<file path="config.mk">
export PLATFORM = sky130hd
export DESIGN_NAME = partsel_rmw_arbiter_flat
export DESIGN_NICKNAME = d
export VERILOG_FILES = /design/src/rtl/partsel_rmw_arbiter_if.sv /design/src/rtl/partsel_rmw_arbiter.sv /design/src/flat_wrapper.sv
export SDC_FILE = /design/constraint.sdc
export NUM_CORES = 1
export LEC_CHECK = 0
export BUFFER_PORTS_ARGS = -buffer_cell sky130_fd_sc_hd__buf_2
export CORE_MARGIN = 4
export CORE_UTILIZATION = 50
export DETAILED_ROUTE_END_ITERATION = 6
export PLACE_DENSITY = 0.74
export SETUP_SLACK_MARGIN = 0.3
export SLEW_MARGIN = 20
export SYNTH_ARGS = -nofsm -noshare
export SYNTH_HDL_FRONTEND = slang
export SYNTH_SLANG_ARGS = --single-unit
</file>
<file path="constraint.sdc">
create_clock -name clk -period 2.9 [get_ports clk]
set_input_delay 0.29 -clock clk [delete_from_list [all_inputs] [get_ports clk]]
set_output_delay 0.29 -clock clk [all_outputs]
set_load 0.05 [all_outputs]
</file>
<file path="src/rtl/partsel_rmw_arbiter_if.sv">
// Requester-side port bundle for the part-select read-modify-write engine.
// The requester drives the master modport and the engine drives the slave modport.
interface partsel_rmw_arbiter_if #(
    parameter int FW = 8,
    parameter int OW = 5,
    parameter int LW = 3
);
    logic          valid;
    logic          ready;
    logic          write;
    logic [OW-1:0] offset;
    logic [LW-1:0] len;
    logic [FW-1:0] wdata;
    logic          rvalid;
    logic [FW-1:0] rdata;
    logic          rerr;

    modport master (
        output valid, write, offset, len, wdata,
        input  ready, rvalid, rdata, rerr
    );

    modport slave (
        input  valid, write, offset, len, wdata,
        output ready, rvalid, rdata, rerr
    );
endinterface

</file>
<file path="src/rtl/partsel_rmw_arbiter.sv">
// Shared bitfield extract/insert engine for one control word, arbitrated
// round-robin between two requesters and sequenced IDLE -> EXEC -> RESP.
module partsel_rmw_arbiter #(
    parameter int              DW   = 32,
    parameter int              FW   = 8,
    parameter int              OW   = $clog2(DW),
    parameter int              LW   = $clog2(FW),
    parameter logic [DW-1:0]   INIT = {DW{1'b0}}
) (
    input  logic                  clk,
    input  logic                  rst,
    partsel_rmw_arbiter_if.slave  a,
    partsel_rmw_arbiter_if.slave  b,
    output logic [DW-1:0]         word,
    output logic                  busy
);
    localparam int XW = DW + FW;

    typedef enum logic [1:0] {S_IDLE, S_EXEC, S_RESP} state_e;

    state_e        state_q, state_d;
    logic          ptr_q, ptr_d;
    logic          gnt_b, hs, a_rdy, b_rdy;
    logic [DW-1:0] word_q;

    logic          id_q, wr_q;
    logic [OW-1:0] off_q;
    logic [LW-1:0] len_q;
    logic [FW-1:0] wdata_q;
    logic [FW-1:0] rdata_q;
    logic          rerr_q;

    logic [LW:0]   width;
    logic [FW-1:0] mask_f;
    logic [XW-1:0] word_x, mask_x, data_x;
    logic [FW-1:0] field;
    logic [DW-1:0] word_wr;
    logic [OW+1:0] end_pos;
    logic          resp;

    // ptr_q = 1 means B held the last grant, so A wins the next tie
    always_comb begin
        state_d = state_q;
        ptr_d   = ptr_q;
        gnt_b   = 1'b0;
        hs      = 1'b0;
        a_rdy   = 1'b0;
        b_rdy   = 1'b0;
        case (state_q)
            S_IDLE: begin
                if (a.valid || b.valid) begin
                    gnt_b   = b.valid && (!a.valid || !ptr_q);
                    a_rdy   = !gnt_b;
                    b_rdy   = gnt_b;
                    hs      = 1'b1;
                    ptr_d   = gnt_b;
                    state_d = S_EXEC;
                end
            end
            S_EXEC:  state_d = S_RESP;
            S_RESP:  state_d = S_IDLE;
            default: state_d = S_IDLE;
        endcase
    end

    always_ff @(posedge clk or negedge rst) begin
        if (!rst) begin
            state_q <= S_IDLE;
            ptr_q   <= 1'b1;
            word_q  <= INIT;
        end else begin
            state_q <= state_d;
            ptr_q   <= ptr_d;
            if (state_q == S_EXEC && wr_q)
                word_q <= word_wr;
        end
    end

    // Field arithmetic is done FW bits wider so fields past the top bit
    // fall off instead of wrapping to bit 0.
    assign width   = (LW+1)'({1'b0, len_q}) + (LW+1)'(1);
    assign mask_f  = ~({FW{1'b1}} << width);
    assign word_x  = {{FW{1'b0}}, word_q};
    assign mask_x  = {{DW{1'b0}}, mask_f} << off_q;
    assign data_x  = {{DW{1'b0}}, wdata_q & mask_f} << off_q;
    assign field   = FW'(word_x >> off_q) & mask_f;
    assign word_wr = DW'((word_x & ~mask_x) | data_x);
    assign end_pos = (OW+2)'(off_q) + (OW+2)'(width);

    always_ff @(posedge clk) begin
        if (hs) begin
            id_q    <= gnt_b;
            wr_q    <= gnt_b ? b.write  : a.write;
            off_q   <= gnt_b ? b.offset : a.offset;
            len_q   <= gnt_b ? b.len    : a.len;
            wdata_q <= gnt_b ? b.wdata  : a.wdata;
        end
        if (state_q == S_EXEC) begin
            rdata_q <= field;
            rerr_q  <= end_pos > (OW+2)'(DW);
        end
    end

    // Response outputs are gated by state, so they read zero outside RESP
    assign resp     = (state_q == S_RESP);
    assign a.ready  = a_rdy;
    assign b.ready  = b_rdy;
    assign a.rvalid = resp && !id_q;
    assign b.rvalid = resp &&  id_q;
    assign a.rdata  = (resp && !id_q) ? rdata_q : '0;
    assign b.rdata  = (resp &&  id_q) ? rdata_q : '0;
    assign a.rerr   = resp && !id_q && rerr_q;
    assign b.rerr   = resp &&  id_q && rerr_q;
    assign word     = word_q;
    assign busy     = (state_q != S_IDLE);
endmodule

</file>
<file path="src/flat_wrapper.sv">
// flat-port wrapper written by rule: the top's interface ports become plain ports
module partsel_rmw_arbiter_flat 
#(
    parameter int              DW   = 32,
    parameter int              FW   = 8,
    parameter int              OW   = $clog2(DW),
    parameter int              LW   = $clog2(FW),
    parameter logic [DW-1:0]   INIT = {DW{1'b0}}
)
  (clk, rst, word, busy, a_valid, a_write, a_offset, a_len, a_wdata, a_ready, a_rvalid, a_rdata, a_rerr, b_valid, b_write, b_offset, b_len, b_wdata, b_ready, b_rvalid, b_rdata, b_rerr);
  partsel_rmw_arbiter_if #(.FW(FW), .OW(OW), .LW(LW)) a_i ();
  partsel_rmw_arbiter_if #(.FW(FW), .OW(OW), .LW(LW)) b_i ();
  input  logic clk;
  input  logic rst;
  output logic [DW-1:0] word;
  output logic busy;
  input wire logic [$bits(a_i.valid)-1:0] a_valid;
  input wire logic [$bits(a_i.write)-1:0] a_write;
  input wire logic [$bits(a_i.offset)-1:0] a_offset;
  input wire logic [$bits(a_i.len)-1:0] a_len;
  input wire logic [$bits(a_i.wdata)-1:0] a_wdata;
  output wire logic [$bits(a_i.ready)-1:0] a_ready;
  output wire logic [$bits(a_i.rvalid)-1:0] a_rvalid;
  output wire logic [$bits(a_i.rdata)-1:0] a_rdata;
  output wire logic [$bits(a_i.rerr)-1:0] a_rerr;
  input wire logic [$bits(b_i.valid)-1:0] b_valid;
  input wire logic [$bits(b_i.write)-1:0] b_write;
  input wire logic [$bits(b_i.offset)-1:0] b_offset;
  input wire logic [$bits(b_i.len)-1:0] b_len;
  input wire logic [$bits(b_i.wdata)-1:0] b_wdata;
  output wire logic [$bits(b_i.ready)-1:0] b_ready;
  output wire logic [$bits(b_i.rvalid)-1:0] b_rvalid;
  output wire logic [$bits(b_i.rdata)-1:0] b_rdata;
  output wire logic [$bits(b_i.rerr)-1:0] b_rerr;
  assign a_i.valid = a_valid;
  assign a_i.write = a_write;
  assign a_i.offset = a_offset;
  assign a_i.len = a_len;
  assign a_i.wdata = a_wdata;
  assign a_ready = a_i.ready;
  assign a_rvalid = a_i.rvalid;
  assign a_rdata = a_i.rdata;
  assign a_rerr = a_i.rerr;
  assign b_i.valid = b_valid;
  assign b_i.write = b_write;
  assign b_i.offset = b_offset;
  assign b_i.len = b_len;
  assign b_i.wdata = b_wdata;
  assign b_ready = b_i.ready;
  assign b_rvalid = b_i.rvalid;
  assign b_rdata = b_i.rdata;
  assign b_rerr = b_i.rerr;
  partsel_rmw_arbiter #(.DW(DW), .FW(FW), .OW(OW), .LW(LW), .INIT(INIT)) u_core (.clk(clk), .rst(rst), .a(a_i), .b(b_i), .word(word), .busy(busy));
endmodule
</file>
==> results.md, run 1 <==
- Compound-Gate Fraction of Synth Area: 21.7%
- Async S/R FF share, synth: 56.5%
- Detailed Place HPWL: 13,800 um
- Fin crit share: 86.6%
- Chip width: 111 um
- Simple-gate share of the synthesized area: 19.1%
- Fraction of layout cells with a size suffix above 1: 27.1%
- First-pass GRT wire length: 28,900 um
- Routed wire per std cell: 23.3 um
- Largest family of logic cells by synthesized area: compound AO/OA/AOI/OAI gates
- DRT Pass-1 Iters: 5
- Outcome: completed
- RSZ-0062 raised after global routing: true
- Min Tclk post-route: 2.51 ns
- H-tree levels: 3
- Total of max-cap violations: 0
- Cts-stage hold buffer count: 0
- Tot Pwr: 8.35 mW
- Leakage: 2.66 nW
- Vias in the first global route: 5,002
- Initial DRC count: 553
- Yosys warns: 0
- Worst Setup End Kind: flop
- CTS max path bufs: 2
- Nets: 697
- Commonest non-fill, non-tap cells in the layout: buf_2, nand2_1, o21ai_0
- # setup viols final: 0
- Synth unique cells: 74
- IO Port Bufs: 92
- Die Area: 12,400 sq um
- Die span in y: 111 um
- WS Path Type: reg -> reg
- CP Max Fanout: 7
- Mux cell area share after synthesis: 20.0%
- Seq/Total Area, Yosys: 31.5%
- Antenna violations before repair: 0
- CTS tree: built
- Setup TNS: 0 ns
- Vias per inst: 6.66
- Slew @ Worst Pin: 0.850 ns
- GRT Overall Usage: 29.7%
- Skew-Pair Late Insertion Delay: 0.36 ns
- CTS clk-pin slew, worst paths: 0.07 ns
- Flops & latches, synth: 62
- Adder-cell area share of the yosys netlist: 1.78%
- Post-Syn Nets: 599
- WP data arrival: 2.73 ns
- EDFF count, synth: 27
- Pwr dens: 1340 nW/um^2
- Starting Density: 51.6%
- Row cnt: 37
- Main synth FF type: dfrtp_1
- Slew margin rel.: 43.4%
- Max-slew violation count: 0
- Peak VDD IR: 745 uV
- Placer Congestion: 0.968
- Avg Cell Area, Syn: 9.66 sq um
- Mapped Cells: 554
- Ports: 93
- Root Driver: clkbuf_8
- ANT nets after route: 0
- Clk_skew: 0.00639 ns
- Commonest non-fill, non-tap cell in the layout: buf_2
- Largest net degree at the start of global routing: 73
- Via total after detailed routing: 5,271
- Synth Area in XOR/XNOR: 0.491%
- Worst hold slack: 0.0397 ns
- Synthesis-to-layout area growth: 16.2%
- CTS sink cnt: 62
- Post-Syn Area: 5350 sq um
- DR DRC count: 0
- Worst Hold Class: in -> async
- GRT overflow: 0
- WP data required: 3.12 ns
- Startpoint Class: flop
- Core outline area: 10,400 sq um
- F_max: 398 MHz
- Diode count: 0
- DRT Wirelength: 18,500 um
- CTS buffer count: 9
- Final hold vios: 0
flip-flops by register name (all words and copies together), names as in the netlist:
register and flops:
u_core.id_q 1, u_core.len_q 3, u_core.off_q 5, u_core.ptr_q 1, u_core.rdata_q 8, u_core.rerr_q 1, u_core.state_q 2, u_core.wdata_q 8
u_core.word 32, u_core.wr_q 1
worst paths after layout:
path	startpoint	endpoint	slack [ns]	depth (start not counted)
worst max-delay path	u_core.len_q[0]$_DFFE_PP_	u_core.word[10]$_DFFE_PN0P_	0.39	8
worst min-delay path	rst	u_core.word[15]$_DFFE_PN0P_	0.04	1
worst max register to register	u_core.len_q[0]$_DFFE_PP_	u_core.word[10]$_DFFE_PN0P_	0.39	8
worst min register to register	u_core.ptr_q$_DFFE_PN1P_	u_core.ptr_q$_DFFE_PN1P_	0.54	2
max in group asynchronous	rst	u_core.state_q[1]$_DFFE_PN0P_	2.33	1
min in group clk	a_valid	u_core.state_q[0]$_DFFE_PN0P_	0.18	3
cells in the mapped netlist, types with 11 or more instances:
| cell | n | area, sq um |
|---|---|---|
| nand2_1 | 91 | 342 |
| o21ai_0 | 39 | 195 |
| dfrtp_1 | 34 | 851 |
| nor2_1 | 33 | 124 |
| a21oi_1 | 27 | 135 |
| edfxtp_1 | 27 | 811 |
| and2_1 | 24 | 150 |
| nand3_1 | 20 | 100 |
| mux4_1 | 19 | 499 |
| mux4_2 | 19 | 428 |
| o221ai_1 | 17 | 149 |
| clkbuf_1 | 14 | 52.6 |
| inv_1 | 11 | 41.3 |
| o211ai_1 | 11 | 82.6 |
routing by layer:
layer / GRT usage (%) / part of all wire, % / up-vias
li1: - / - / 2348
met1: 41.5 / 41 / 2603
met2: 46.7 / 48 / 284
met3: 6.20 / 9.0 / 36
met4: 9.57 / 2.1 / 0
met5: 0 / 0 / -
layout make-up:
class / count / area (sq um)
fill: 909 / 4150
clock buffer: 13 / 149
clock inverter: 2 / 10.0
multi-input combinational: 441 / 3420
tap: 136 / 170
timing repair buffer: 124 / 726
inverter: 14 / 52.6
sequential: 62 / 1690
critical path, stage by stage (launching register included):
cell and delay (ns):
edfxtp_1 0.43, ha_1 0.34, nor2_1 0.25, a21oi_1 0.16, a311oi_2 0.39, a21oi_1 0.16, buf_4 0.19, a221oi_2 0.33
o21ai_0 0.12
stage by stage:
step	setup WS (ns)	area [sq um]	util, %	instances
floorplan	0.551	5360	-	554
global placement	0.288	5990	57.8	773
detailed placement	0.226	5990	57.8	773
CTS	0.320	6170	59.5	791
global route	0.278	6220	59.9	792
finish	0.389	6220	59.9	792
report_power, final:
part,internal (mW),switching [mW]
Combinational,2.12,3.56
Clock,0.327,0.347
Sequential,1.40,0.609
kinds of logic (layout without fill, tap and decap cells):
family | count (synthesis) | in the layout
multiplexers | 51 | 51
AND/OR/NAND/NOR | 213 | 213
AO/OA/AOI/OAI | 167 | 167
adder cells (fa/ha/maj) | 7 | 7
buffers and inverters | 51 | 153
flip-flops | 62 | 62
XOR/XNOR | 3 | 3
repair_timing:
| item | in CTS | in global routing |
|---|---|---|
| setup endpoints to repair | 3 | 21 |
| gates resized for setup | 1 | 8 |
| pin swaps | 0 | 1 |
| setup buffers | 3 | 1 |
No activity file was read; power rests on OpenSTA's default activity.
==> run 2: changes to the inputs <==
--- a/config.mk
+++ b/config.mk
@@ -9,7 +9,7 @@
 export CORE_MARGIN = 4
 export CORE_UTILIZATION = 50
 export DETAILED_ROUTE_END_ITERATION = 6
-export PLACE_DENSITY = 0.74
+export PLACE_DENSITY = 0.77
 export SETUP_SLACK_MARGIN = 0.3
 export SLEW_MARGIN = 20
 export SYNTH_ARGS = -nofsm -noshare
==> constraint.sdc (replaced) <==
create_clock -name clk -period 2.15 [get_ports clk]
set_input_delay 0.215 -clock clk [delete_from_list [all_inputs] [get_ports clk]]
set_output_delay 0.215 -clock clk [all_outputs]
set_load 0.05 [all_outputs]
==> run 2 against run 1 <==
  * Hold slack improved by 0.079 ns
  * Final cell count rose by 13%
  * Largest power group unchanged
  * The run now ends with setup timing left
  * Critical endpoint is now u_core.word[23]$_DFFE_PN0P_
  * Sequential share of layout area fell by 5.3 points
  * Register-to-register slack got worse by 0.59 ns
  * Critical path depth did not move
==> results.md, run 2 (same netlist as run 1, synthesis figures left out) <==
- Routed wire per std cell: 24.6 um (+5.5%)
- Setup ws final: -0.197 ns (-0.586 ns)
- DRT Pass-1 Iters: 5 (unchanged)
- RSZ-0062 raised after global routing: true
- Outcome: complete, but fails checks
- CTS max path bufs: 2 (unchanged)
- Leakage: 3.24 nW (+22%)
- CP Max Fanout: 7 (unchanged)
- Root Driver: clkbuf_8
- WS Path Type: reg -> reg
- First-pass GRT wire length: 33,200 um (+15%)
- Final Core Density: 74.6% (+15 points)
- CTS tree: built
- Worst path slowest cell: edfxtp_1
- Crit path cell chain: ha_4 > and2_4 > a21o_4 > buf_6 > o211ai_1 > a21bo_2 > mux2_4 > o21ai_2
- Max stage delay on crit path: 0.52 ns (+0.09 ns)
- Fin crit share: 109% (+23 points)
- Core outline area: 10,400 sq um (unchanged)
- Detailed Place HPWL: 15,600 um (+13%)
- GRT Overall Usage: 34.2% (+4.4 points)
- Post-Place Setup Slack: -0.149 ns (-0.375 ns)
- Reg2reg path depth: 8 (unchanged)
- H-tree levels: 3 (unchanged)
- Total of max-cap violations: 0 (unchanged)
- Via total after detailed routing: 5,949 (+13%)
- Worst Setup End Kind: flop
- RR Endpoint: u_core.word[23]$_DFFE_PN0P_
- Vias in the first global route: 5,794 (+16%)
- FF-to-FF setup slack: -0.20 ns (-0.59 ns)
- IO Port Bufs: 92 (unchanged)
- Slew @ Worst Pin: 0.866 ns (+0.0167 ns)
- Worst Hold Class: in -> reg
- Commonest non-fill, non-tap cell in the layout: buf_4
- Startpoint Class: flop
- GRT overflow: 0 (unchanged)
- Die Area: 12,400 sq um (unchanged)
- Fraction of layout cells with a size suffix above 1: 49.1% (+22 points)
- Crit path from: u_core.len_q[1]$_DFFE_PP_
- FF-to-FF Start: u_core.len_q[1]$_DFFE_PP_
- Worst setup path endpoint: u_core.word[23]$_DFFE_PN0P_
- DR WL met2: 10,300 um (+17%)
- Row cnt: 37 (unchanged)
- Initial DRC count: 661 (+20%)
- # setup viols final: 36 (+36)
- Final hold vios: 0 (unchanged)
- Ports: 93 (unchanged)
- Nets: 795 (+14%)
- Antenna violations before repair: 0 (unchanged)
- Starting Density: 51.6% (unchanged)
- DRT Wirelength: 21,900 um (+19%)
- WP data arrival: 2.62 ns (-0.11 ns)
- Pwr dens: 1890 nW/um^2 (+41%)
- Max-slew violation count: 0 (unchanged)
- Chip width: 111 um (unchanged)
- CP bufs+invs: 1 (unchanged)
- Tot Pwr: 14.6 mW (+75%)
- Clk_skew: 0.00739 ns (+0.00101 ns)
- Max FFs per register: 32 (unchanged)
- Commonest non-fill, non-tap cells in the layout: buf_4, nand2_1, buf_2
- CTS clk-pin slew, worst paths: 0.07 ns (about the same)
- Highest metal used: met4
- Metal1 wirelength: 8100 um (+6.1%)
- Diode count: 0 (unchanged)
- DR DRC count: 0 (unchanged)
- Skew-Pair Late Insertion Delay: 0.35 ns (about the same)
- Stages on worst setup path: 8 (unchanged)
- Vias per inst: 6.68 (+0.32%)
- Placer Congestion: 1.01 (+3.9%)
- Largest net degree at the start of global routing: 38 (-48%)
- Peak VDD IR: 1040 uV (+39%)
- Failing checks: setup timing
- WP data required: 2.42 ns (-0.70 ns)
- Slew margin rel.: 42.2% (-1.1 points)
- F_max: 426 MHz (+7.0%)
- ANT nets after route: 0 (unchanged)
- Synthesis-to-layout area growth: 44.5%
- CTS sink cnt: 62 (unchanged)
- Crit path max-delay family: compound AO/OA/AOI/OAI gates
- CTS buffer count: 9 (unchanged)
- Min Tclk post-route: 2.35 ns (-0.164 ns)
- Metal3 WL: 2360 um (+42%)
- Die span in y: 111 um (unchanged)
==> run 2: changes by cell type in the layout (fill, tap and decap cells not counted), sizes merged <==
cell	before	now
and3b	2	3
clkbuf	13	14
dlygate4sd3	0	1
buf	124	220
==> run 2: stage by stage <==
step	cell area (sq um)	hold slack, ns	cells	TNS (ns)
2_1_floorplan	5550	-0.0806	554	0
3_3_place_gp	6700	0.350	845	-0.808
3_5_place_dp	6700	0.355	845	-2.01
4_1_cts	7390	0.110	880	-1.57
5_1_grt	7730	0.111	891	-5.90
6_report	7730	0.119	891	-3.64
==> run 2: area by class of cell <==
cell class,count,area (sq um)
multi-input cells,442,3890
repair buffers,221,1710
flip-flops and latches,62,1690
clock buffers,14,195
clock inverters,2,10.0
well taps,136,170
inverters,14,62.6
fillers,695,2640
==> run 2: power breakdown <==
part | switching, mW | internal, mW
logic | 6.12 | 4.74
registers | 0.806 | 1.89
clock network | 0.487 | 0.589
==> run 2: how the worst min path moves through the flow <==
stage	end	start	cells after the start	slack (ns)
after floorplan	u_core.state_q[0]$_DFFE_PN0P_	rst	0	-0.08
after global placement	u_core.word[7]$_DFFE_PN0P_	rst	1	0.35
after detailed placement	u_core.word[1]$_DFFE_PN0P_	rst	1	0.36
after CTS	u_core.state_q[0]$_DFFE_PN0P_	a_valid	3	0.11
after global routing	u_core.wdata_q[7]$_DFFE_PP_	b_wdata[7]	3	0.11
final	u_core.wdata_q[7]$_DFFE_PP_	b_wdata[7]	3	0.12
==> run 2: metal layers <==
layer	global-route usage, %	vias to the layer above
li1	-	2535
met1	45.0	2872
met2	54.0	452
met3	7.83	90
met4	15.7	0
met5	0	-
==> run 2: worst register-to-register path, cell delays in order (launching register included) <==
cell      delay (ns)
edfxtp_1        0.52
ha_4            0.27
and2_4          0.17
a21o_4          0.23
buf_6           0.12
o211ai_1        0.21
a21bo_2         0.29
mux2_4          0.32
o21ai_2         0.14
==> run 2: repair_timing <==
action / in CTS / in global routing
hold buffers: 1 / 0
pin swaps: 19 / 11
endpoints found under the setup margin: 61 / 61
buffers inserted: 16 / 10
gates cloned: 2 / 1
hold endpoints to repair: 34 / 0
gates resized for setup: 77 / 77
==> run 3: changes to the inputs <==
--- a/config.mk
+++ b/config.mk
@@ -7,9 +7,9 @@
 export LEC_CHECK = 0
 export BUFFER_PORTS_ARGS = -buffer_cell sky130_fd_sc_hd__buf_2
 export CORE_MARGIN = 4
-export CORE_UTILIZATION = 50
+export CORE_UTILIZATION = 29
 export DETAILED_ROUTE_END_ITERATION = 6
-export PLACE_DENSITY = 0.77
+export PLACE_DENSITY = 0.5
 export SETUP_SLACK_MARGIN = 0.3
 export SLEW_MARGIN = 20
 export SYNTH_ARGS = -nofsm -noshare
==> run 3 against run 2 <==
  * The run ends with hold timing, setup timing left
  * Register-to-register slack better by 0.05 ns
  * Cell area grew 6.8%
  * Flip-flop and latch count stayed put
  * Critical path depth did not move
  * Non-clock buffer count increased by 27
  * Die area is 67% higher
  * Sequential share of layout area fell by 1.4 points
==> results.md, run 3 (same netlist as run 1, synthesis figures left out) <==
- Fin crit share: 107% (-2.4 points)
- Routed wire per std cell: 23.0 um (-6.7%)
- Diode count: 0 (unchanged)
- Synthesis-to-layout area growth: 54.3%
- WP data required: 2.41 ns (about the same)
- Placer Congestion: 1.02 (+1.7%)
- # setup viols final: 33 (-8.3%)
- Row cnt: 49 (+32%)
- Crit path max-delay family: compound AO/OA/AOI/OAI gates
- Startpoint Class: flop
- Commonest non-fill, non-tap cells in the layout: buf_4, nand2_1, buf_2
- CTS clk-pin slew, worst paths: 0.06 ns (about the same)
- Final hold vios: 6 (+6)
- Max-slew violation count: 0 (unchanged)
- Detailed Place HPWL: 17,400 um (+11%)
- Ports: 93 (unchanged)
- Max stage delay on crit path: 0.50 ns (-0.02 ns)
- Leakage: 3.43 nW (+6.0%)
- Die Area: 20,700 sq um (+67%)
- CTS tree: built
- Clk_skew: 0.00859 ns (+0.00120 ns)
- RSZ-0062 raised after global routing: true
- IO Port Bufs: 92 (unchanged)
- ANT nets after route: 0 (unchanged)
- Final Core Density: 45.7% (-29 points)
- Skew-Pair Late Insertion Delay: 0.34 ns (about the same)
- Antenna violations before repair: 0 (unchanged)
- WS Path Type: reg -> reg
- FF-to-FF setup slack: -0.14 ns (+0.05 ns)
- DRT Pass-1 Iters: 5 (unchanged)
- Starting Density: 29.6% (-22 points)
- WP data arrival: 2.56 ns (-0.06 ns)
- Slew @ Worst Pin: 0.891 ns (+0.0246 ns)
- Initial DRC count: 611 (-7.6%)
- Peak VDD IR: 791 uV (-24%)
- Post-Place Setup Slack: -0.238 ns (-0.0894 ns)
- FF-to-FF Start: u_core.len_q[0]$_DFFE_PP_
- Via total after detailed routing: 5,761 (-3.2%)
- Vias in the first global route: 5,732 (-1.1%)
- Root Driver: clkbuf_16
- Total of max-cap violations: 0 (unchanged)
- Setup ws final: -0.145 ns (+0.0521 ns)
- CTS buffer count: 9 (unchanged)
- GRT Overall Usage: 22.0% (-12 points)
- Outcome: complete, but fails checks
- RR Endpoint: u_core.word[15]$_DFFE_PN0P_
- Fraction of layout cells with a size suffix above 1: 53.7% (+4.6 points)
- Min Tclk post-route: 2.29 ns (-0.0521 ns)
- CTS max path bufs: 2 (unchanged)
- Cts-stage hold buffer count: 0 (-1)
- DR DRC count: 0 (unchanged)
- DRT Wirelength: 23,200 um (+5.9%)
- Max FFs per register: 32 (unchanged)
- Worst Setup End Kind: flop
- Worst hold slack: -0.00203 ns (-0.121 ns)
- CP bufs+invs: 1 (unchanged)
- Setup TNS: -2.43 ns (+1.21 ns)
- F_max: 436 MHz (+2.3%)
- Crit path from: u_core.len_q[0]$_DFFE_PP_
- CTS sink cnt: 62 (unchanged)
- Crit path cell chain: ha_4 > and2_4 > a21o_4 > buf_6 > o211ai_1 > a21bo_2 > mux2_4 > o21ai_1
- Pwr dens: 1900 nW/um^2 (+0.35%)
- GRT overflow: 0 (unchanged)
- Nets: 822 (+3.4%)
- First-pass GRT wire length: 34,100 um (+2.6%)
- Failing checks: hold timing, setup timing
- Chip width: 144 um (+29%)
- H-tree levels: 3 (unchanged)
- Die span in y: 144 um (+29%)
- Vias per inst: 5.70 (-15%)
- CP Max Fanout: 6 (-1)
- Slew margin rel.: 40.6% (-1.6 points)
- Core outline area: 18,100 sq um (+74%)
- Largest net degree at the start of global routing: 38 (unchanged)
- Worst setup path endpoint: u_core.word[15]$_DFFE_PN0P_
- Stages on worst setup path: 8 (unchanged)
- Fillers: 1,685 (+140%)
- Commonest non-fill, non-tap cell in the layout: buf_4
- Reg2reg path depth: 8 (unchanged)
- Worst Hold Class: in -> async
- Worst path slowest cell: edfxtp_1
## run 3: changes by cell type in the layout (fill, tap and decap cells not counted), sizes merged
| cell | change |
|---|---|
| buf | +27 |
| dlygate4sd3 | -1 |
| clkinv | +2 |
| clkbuf | -1 |
## run 3: worst min-delay path by stage
| stage | depth (start not counted) | startpoint | endpoint | slack (ns) |
|---|---|---|---|---|
| floorplan | 0 | rst | u_core.state_q[0]$_DFFE_PN0P_ | -0.08 |
| global placement | 1 | rst | u_core.word[3]$_DFFE_PN0P_ | 0.37 |
| detailed placement | 1 | rst | u_core.word[3]$_DFFE_PN0P_ | 0.38 |
| CTS | 1 | rst | u_core.word[26]$_DFFE_PN0P_ | 0.01 |
| global route | 1 | rst | u_core.word[5]$_DFFE_PN0P_ | 0.06 |
| finish | 1 | rst | u_core.word[9]$_DFFE_PN0P_ | -0.002 |
## run 3: through the flow
stage | power [mW] | instance area [sq um] | cells
2_1_floorplan | 8.49 | 5550 | 554
3_3_place_gp | 11.9 | 6940 | 957
3_5_place_dp | 12.0 | 6940 | 957
4_1_cts | 14.7 | 7850 | 995
5_1_grt | 16.4 | 8260 | 1011
6_report | 15.7 | 8260 | 1011
## run 3: report_power, final
part,leakage (nW),total [mW],switching (mW),internal [mW]
Combinational,2.59,11.6,6.41,5.21
Sequential,0.697,2.65,0.759,1.89
Clock,0.148,1.41,0.546,0.866
## run 3: cell type report
cell class,count,area (sq um),area share (%)
clock buffer,12,267,3.23
clock inverter,4,20.0,0.242
inverter,14,60.1,0.727
multi-input combinational,442,3970,48.1
sequential,62,1690,20.5
tap,229,287,3.47
timing repair buffer,248,1960,23.8
## run 3: repair_timing
action                     CTS  global route
setup buffers               18            14
gates cloned                 4             2
resized for setup          109            81
pin swaps                   32            27
setup endpoints to repair   62            60
## run 3: per-layer routing
| metal | track usage (%) | routed length (um) | part of all wire, % |
|---|---|---|---|
| met1 | 28.8 | 9520 | 41 |
| met2 | 35.8 | 11400 | 49 |
| met3 | 4.66 | 1600 | 6.9 |
| met4 | 8.33 | 674 | 2.9 |
| met5 | 0 | 0 | 0 |
